[config.mk]
export PLATFORM = sky130hd
export DESIGN_NAME = shift_register_unload
export DESIGN_NICKNAME = d
export VERILOG_FILES = /design/src/rtl/link_pkg.sv /design/src/rtl/sipo_shift_core.sv /design/src/rtl/shift_register_unload.sv
export SDC_FILE = /design/constraint.sdc
export NUM_CORES = 1
export LEC_CHECK = 0
export BUFFER_PORTS_ARGS = -buffer_cell sky130_fd_sc_hd__buf_2
export CORE_AREA = 2 2 39 41
export DETAILED_ROUTE_END_ITERATION = 10
export DIE_AREA = 0 0 41 43
export SYNTH_ARGS = -nofsm -noshare
export SYNTH_HDL_FRONTEND = slang
export SYNTH_SLANG_ARGS = --single-unit
[constraint.sdc]
create_clock -name clk -period 1.4 [get_ports clk]
set_clock_uncertainty 0.05 [all_clocks]
set_input_delay 0.35 -clock clk [delete_from_list [all_inputs] [get_ports clk]]
set_output_delay 0.35 -clock clk [all_outputs]
set_load 0.05 [all_outputs]
[src/rtl/link_pkg.sv]
// Shared constants for the serial register-block link.
// Both transmitter and receiver import this to agree on width.
package link_pkg;

    localparam int LINK_W  = 4;
    localparam int LINK_CW = $clog2(LINK_W);

endpackage

[src/rtl/sipo_shift_core.sv]
// Serial-in shift register with bit counter framing.
// Emits a one-cycle word_done pulse alongside the completed word.
module sipo_shift_core
    import link_pkg::*;
#(
    parameter int N = LINK_W
) (
    input  logic         clk,
    input  logic         reset,
    input  logic         si,
    input  logic         shift_en,
    input  logic         clr,
    output logic [N-1:0] word,
    output logic         word_done,
    output logic         busy
);

    localparam int CW = $clog2(N);

    logic [N-1:0]  sh;
    logic [CW-1:0] cnt;
    logic          last;

    assign last      = (cnt == CW'(N - 1));
    assign word      = {si, sh[N-1:1]};
    assign word_done = shift_en && !clr && !reset && last;
    assign busy      = (cnt != '0);

    // Shift in LSB-first bits; clr re-aligns the frame and wins over a strobe.
    always_ff @(posedge clk) begin
        if (reset) begin
            sh  <= '0;
            cnt <= '0;
        end else if (clr) begin
            sh  <= '0;
            cnt <= '0;
        end else if (shift_en) begin
            sh  <= word;
            cnt <= last ? '0 : cnt + 1'b1;
        end
    end

endmodule

[src/rtl/shift_register_unload.sv]
// Link receiver: reassembles serial words and hands them off via valid/ready.
// Words completing while the previous one is still unconsumed set sticky overrun.
module shift_register_unload
    import link_pkg::*;
#(
    parameter int N = LINK_W
) (
    input  logic         clk,
    input  logic         reset,
    input  logic         SI,
    input  logic         shift_en,
    input  logic         clr,
    input  logic         ready,
    output logic [N-1:0] Q,
    output logic         valid,
    output logic         busy,
    output logic         overrun
);

    logic [N-1:0] word;
    logic         word_done;

    sipo_shift_core #(.N(N)) u_core (
        .clk       (clk),
        .reset     (reset),
        .si        (SI),
        .shift_en  (shift_en),
        .clr       (clr),
        .word      (word),
        .word_done (word_done),
        .busy      (busy)
    );

    // Hold register and handshake; a same-edge accept makes room for a new word.
    always_ff @(posedge clk) begin
        if (reset) begin
            Q       <= '0;
            valid   <= 1'b0;
            overrun <= 1'b0;
        end else if (word_done) begin
            if (!valid || ready) begin
                Q     <= word;
                valid <= 1'b1;
            end else begin
                overrun <= 1'b1;
            end
        end else if (valid && ready) begin
            valid <= 1'b0;
        end
    end

endmodule

# Word level (Yosys, flattened, before mapping)
# Index checks and enable logic that the tools add are counted.
# W data, S select, Z words.
[totals]
reg_bits = 12
inputBits = 6
elab_cells = 27
out_inout_bits = 7
[classes]
n_reduce_logical = 14
muxes = 4
eq_ne = 2
bitwise = 1
add_sub_neg = 1
[ops]
columns = ["cell", "n"]
rows = [
  ["$reduce_and A2 Y1", 3],
  ["$logic_and A1 B1 Y1", 4],
  ["$reduce_bool A2 Y1", 2],
  ["$logic_not A1 Y1", 3],
  ["$mux W1", 3],
  ["$add A2 B1 Y2 const B", 1],
  ["$eq A2 B2 Y1 const B", 1],
  ["$mux W2", 1],
  ["$ne A2 B2 Y1 const B", 1],
  ["$reduce_or A2 Y1", 1],
  ["$logic_or A1 B1 Y1", 1],
  ["$not A1 Y1", 1],
]

# Logic depth before layout (Yosys ltp)
[logic_depth]
word_depth = 6
ltp_mapped = 4
ltp_nobuf = 4

# Modules after synthesis
# A second synthesis with hierarchy kept.
[unflattened]
cells_unflattened = 53
area_unflattened_um2 = 515.5
[by_module_without_submodules]
columns = ["mod", "cells_each", "seq_area_each_um2", "n_inst", "area_per_inst_um2"]
rows = [
  ["shift_register_unload", 26, 120.1, 1, 264.0],
  ["sipo_shift_core", 27, 100.1, 1, 251.5],
]

# Worst setup path before layout
# OpenSTA, ideal clock, no wires.
[synth_timing]
path_kind = "register -> output"
startpoint = "register u_core.cnt[0]"
endpoint = "output port busy"
t_required_ps = 1000
t_arrival_ps = 876
stages_incl_launch_ff = 4
setup_slack_ps = 124
path_cell_list = "dfxtp_1 > inv_1 > ha_1 > inv_1"
[synth_via]
elab_chain_len = 1
[synth_lines]
columns = ["item", "line_no", "text"]
rows = [
  ["from (decl)", "sipo_shift_core.sv:21", "logic [CW-1:0] cnt;"],
  ["from (signal assigned)", "sipo_shift_core.sv:39", "cnt <= last ? '0 : cnt + 1'b1;"],
  ["$reduce_bool A2 Y1", "sipo_shift_core.sv:27", "assign busy = (cnt != '0);"],
  ["to (decl)", "shift_register_unload.sv:16", "output logic busy,"],
]
# Every way passes these cells.

# Worst setup path in the final report
[layout_timing]
startpoint = "register u_core.cnt[1]"
endpoint = "output port busy"
# The elaborated chain is that of the path after synthesis.

==> results.toml <==
[outcome]
status = "completed"

[power_and_ir_drop]
p_per_area_nw_per_um2 = 961
switching_share_pct = 22.3
power_leakage_nw = 0.265
clockPowerShare_pct = 36.2
p_switching_mw = 0.129
p_int_mw = 0.451
max-vdd-ir-drop_uv = 271
power_frac_seq_pct = 54.8
power_frac_comb_pct = 9.0

[sta]
hold_viol = 0
worst_slew_pin_slew_ns = 0.239
slew_headroom_pct = 84.0
setup_viol = 0
drv_slew = 0
period_share_pct = 97.5
min_period_ns = 1.36
fmax_mhz = 733
rsz0062_at_grt = "true"
setup_tns_ns = 0

[critical_path]
slowest_delay_ns = 0.33
critPathSlowestCell = "dfxtp_2"
crit_arrival_ns = 0.96
crit_chain = "inv_2, ha_4, inv_2, buf_8"
cp.buffers_inverters = 3
r2r_slack_ns = 0.13
cp-end-kind = "output port"
worstPathRequired_ns = 1.00
criticalPathCategory = "flop to output port"
start_kind = "flop"
critical_path.top_delay_family = "flip-flops"
crit_fanout = 2
worst-r2r-cell-count = 5
crit_path_frequent_cell = "inv_2"
r2r_start = "u_core.cnt[0]"
regToRegEndpoint = "Q[1]"

[clock_tree]
clockBufferDepth = 2
cts.clk_slew.worst_paths_ns = 0.07
cts_tree = "built"
cts_buffers = 3
cts-hold-fix-buffers = 0
cts.htree.levels = 1
root_buffer = "clkbuf_4"
insertion_delay_ns = 0.26
cts_sinks = 11

[yosys]
avgSynthCellArea_um2 = 9.50
ys_seq_area_share_pct = 47.3
synth_seq_cells = 11
yosysUniqueCellTypes = 16
syn-instance-count = 49
syn_nets = 57
syn-cell-area_um2 = 465
ys_warn_count = 0

[layout]
n_fill_cell = 144
antennaDiodeCount = 0
multiInputGateArea_um2 = 239
regArea_um2 = 223
layout_commonest_cell = "buf_2"
drive_gt1_share_pct = 36.4
final_nets = 75
area_growth_pct = 29.8
utilization_pct = 43.7
most-common-layout-cells = "buf_2 (11), dfxtp_1 (9), nor2_1 (7)"

[routing]
routedWlPerCell_um = 10.2
wl_met3_um = 30
drt-initial-drc-count = 0
dr.pass1.iters = 1
ant_nets = 0
met1_length_um = 385
met2_length_um = 402
vias = 374
top_layer_used = "met4"
routed_wl_um = 833
drc = 0
post_drt_via_cell_ratio = 4.56

[die]
initial_core_util_pct = 33.6
dieWidth_um = 41
row_count = 14
pin_count = 13
core_um2 = 1380
die_y_um = 43
die_area_um2 = 1760

[global_route]
grt_pass1_wl_mm = 1.37
grt_antenna_before_repair = 0
grt_overflow_total = 0
grt_max_degree = 10
track_usage_pct = 11.9
grt_pass1_vias = 336

[worst_hold_path]
hold_path_depth = 2
holdCritStartpoint = "reset"
hp-class = "input pin to flop"
whs_endpoint = "Q[3]"

[placement]
gp_congestion = 0.718
dp_hpwl_um = 622
port_buffers = 12

[run]
cap_violations = 0
[power groups by stage]
stage	clock, mW	sequential (mW)	combinational (mW)
floorplan	0	0.325	0.0279
finish	0.210	0.318	0.0524
detailed placement	0	0.326	0.0411
global placement	0	0.326	0.0410
CTS	0.220	0.318	0.0483
global route	0.236	0.319	0.0572
[worst max path at each step]
stage / cells after the start / endpoint / slack [ns] / start
final: 4 / busy / 0.04 / u_core.cnt[1]
after global routing: 4 / busy / -0.008 / u_core.cnt[1]
after CTS: 4 / busy / 0.009 / u_core.cnt[0]
after detailed placement: 4 / busy / 0.11 / u_core.cnt[0]
after global placement: 4 / busy / 0.14 / u_core.cnt[0]
after floorplan: 3 / busy / 0.12 / u_core.cnt[0]
[metrics by stage]
| stage | cell area, µm² | hold WS, ns | instances | power [mW] | setup WS, ns |
|---|---|---|---|---|---|
| floorplan | 465 | 0.369 | 49 | 0.353 | 0.124 |
| global placement | 538 | 0.408 | 76 | 0.367 | 0.142 |
| detailed placement | 538 | 0.410 | 76 | 0.367 | 0.113 |
| CTS | 591 | 0.288 | 82 | 0.587 | 0.00918 |
| global route | 604 | 0.295 | 82 | 0.612 | -0.00816 |
| finish | 604 | 0.297 | 82 | 0.581 | 0.0357 |
[metal layers]
metal | global-route usage (%) | vias up
met5 | 0 | -
met1 | 12.9 | 162
li1 | - | 202
met3 | 3.14 | 2
met2 | 17.8 | 8
met4 | 10.0 | 0
[layout make-up]
cell class                      instances  area share, %
Inverter                                3           1.86
Sequential cell                        11           36.9
Timing Repair Buffer                   14           14.1
Tap cell                               16           3.31
Clock buffer                            4           4.35
Multi-Input combinational cell         34           39.5
[synth_stat cells (all sizes together)]
library cell,count,area (µm²)
dfxtp,11,220
nor2,7,26.3
a21oi,5,25.0
mux2i,5,50.1
nand3,4,20.0
o21ai,4,20.0
inv,3,11.3
ha,2,25.0
and4bb,1,12.5
buf,1,7.51
nand2b,1,6.26
nand3b,1,7.51
nand4bb,1,11.3
nor2b,1,6.26
o21ba,1,10.0
or2,1,6.26
[kinds of logic (layout without fill, tap and decap cells)]
| logic type | after synthesis | in the layout | share of synthesized area (%) |
|---|---|---|---|
| multiplexers | 5 | 5 | 10.8 |
| buffers and inverters | 4 | 21 | 4.03 |
| adder cells (fa/ha/maj) | 2 | 2 | 5.38 |
| flip-flops | 11 | 11 | 47.3 |
| AO/OA/AOI/OAI | 10 | 10 | 11.8 |
| AND/OR/NAND/NOR | 17 | 17 | 20.7 |
[repair_timing]
| action | CTS | global route |
|---|---|---|
| hold endpoints to repair | 0 | 0 |
| gates cloned | 0 | 0 |
| gates resized for setup | 6 | 4 |
| pin swaps | 0 | 1 |
| buffers inserted | 2 | 0 |
| endpoints found under the setup margin | 1 | 1 |
[sequential cells by signal, summed over array words and instances, names as in the netlist]
register / count
Q: 4
overrun: 1
u_core.cnt: 2
u_core.sh: 3
valid: 1
No activity file was read; power rests on OpenSTA's default activity.
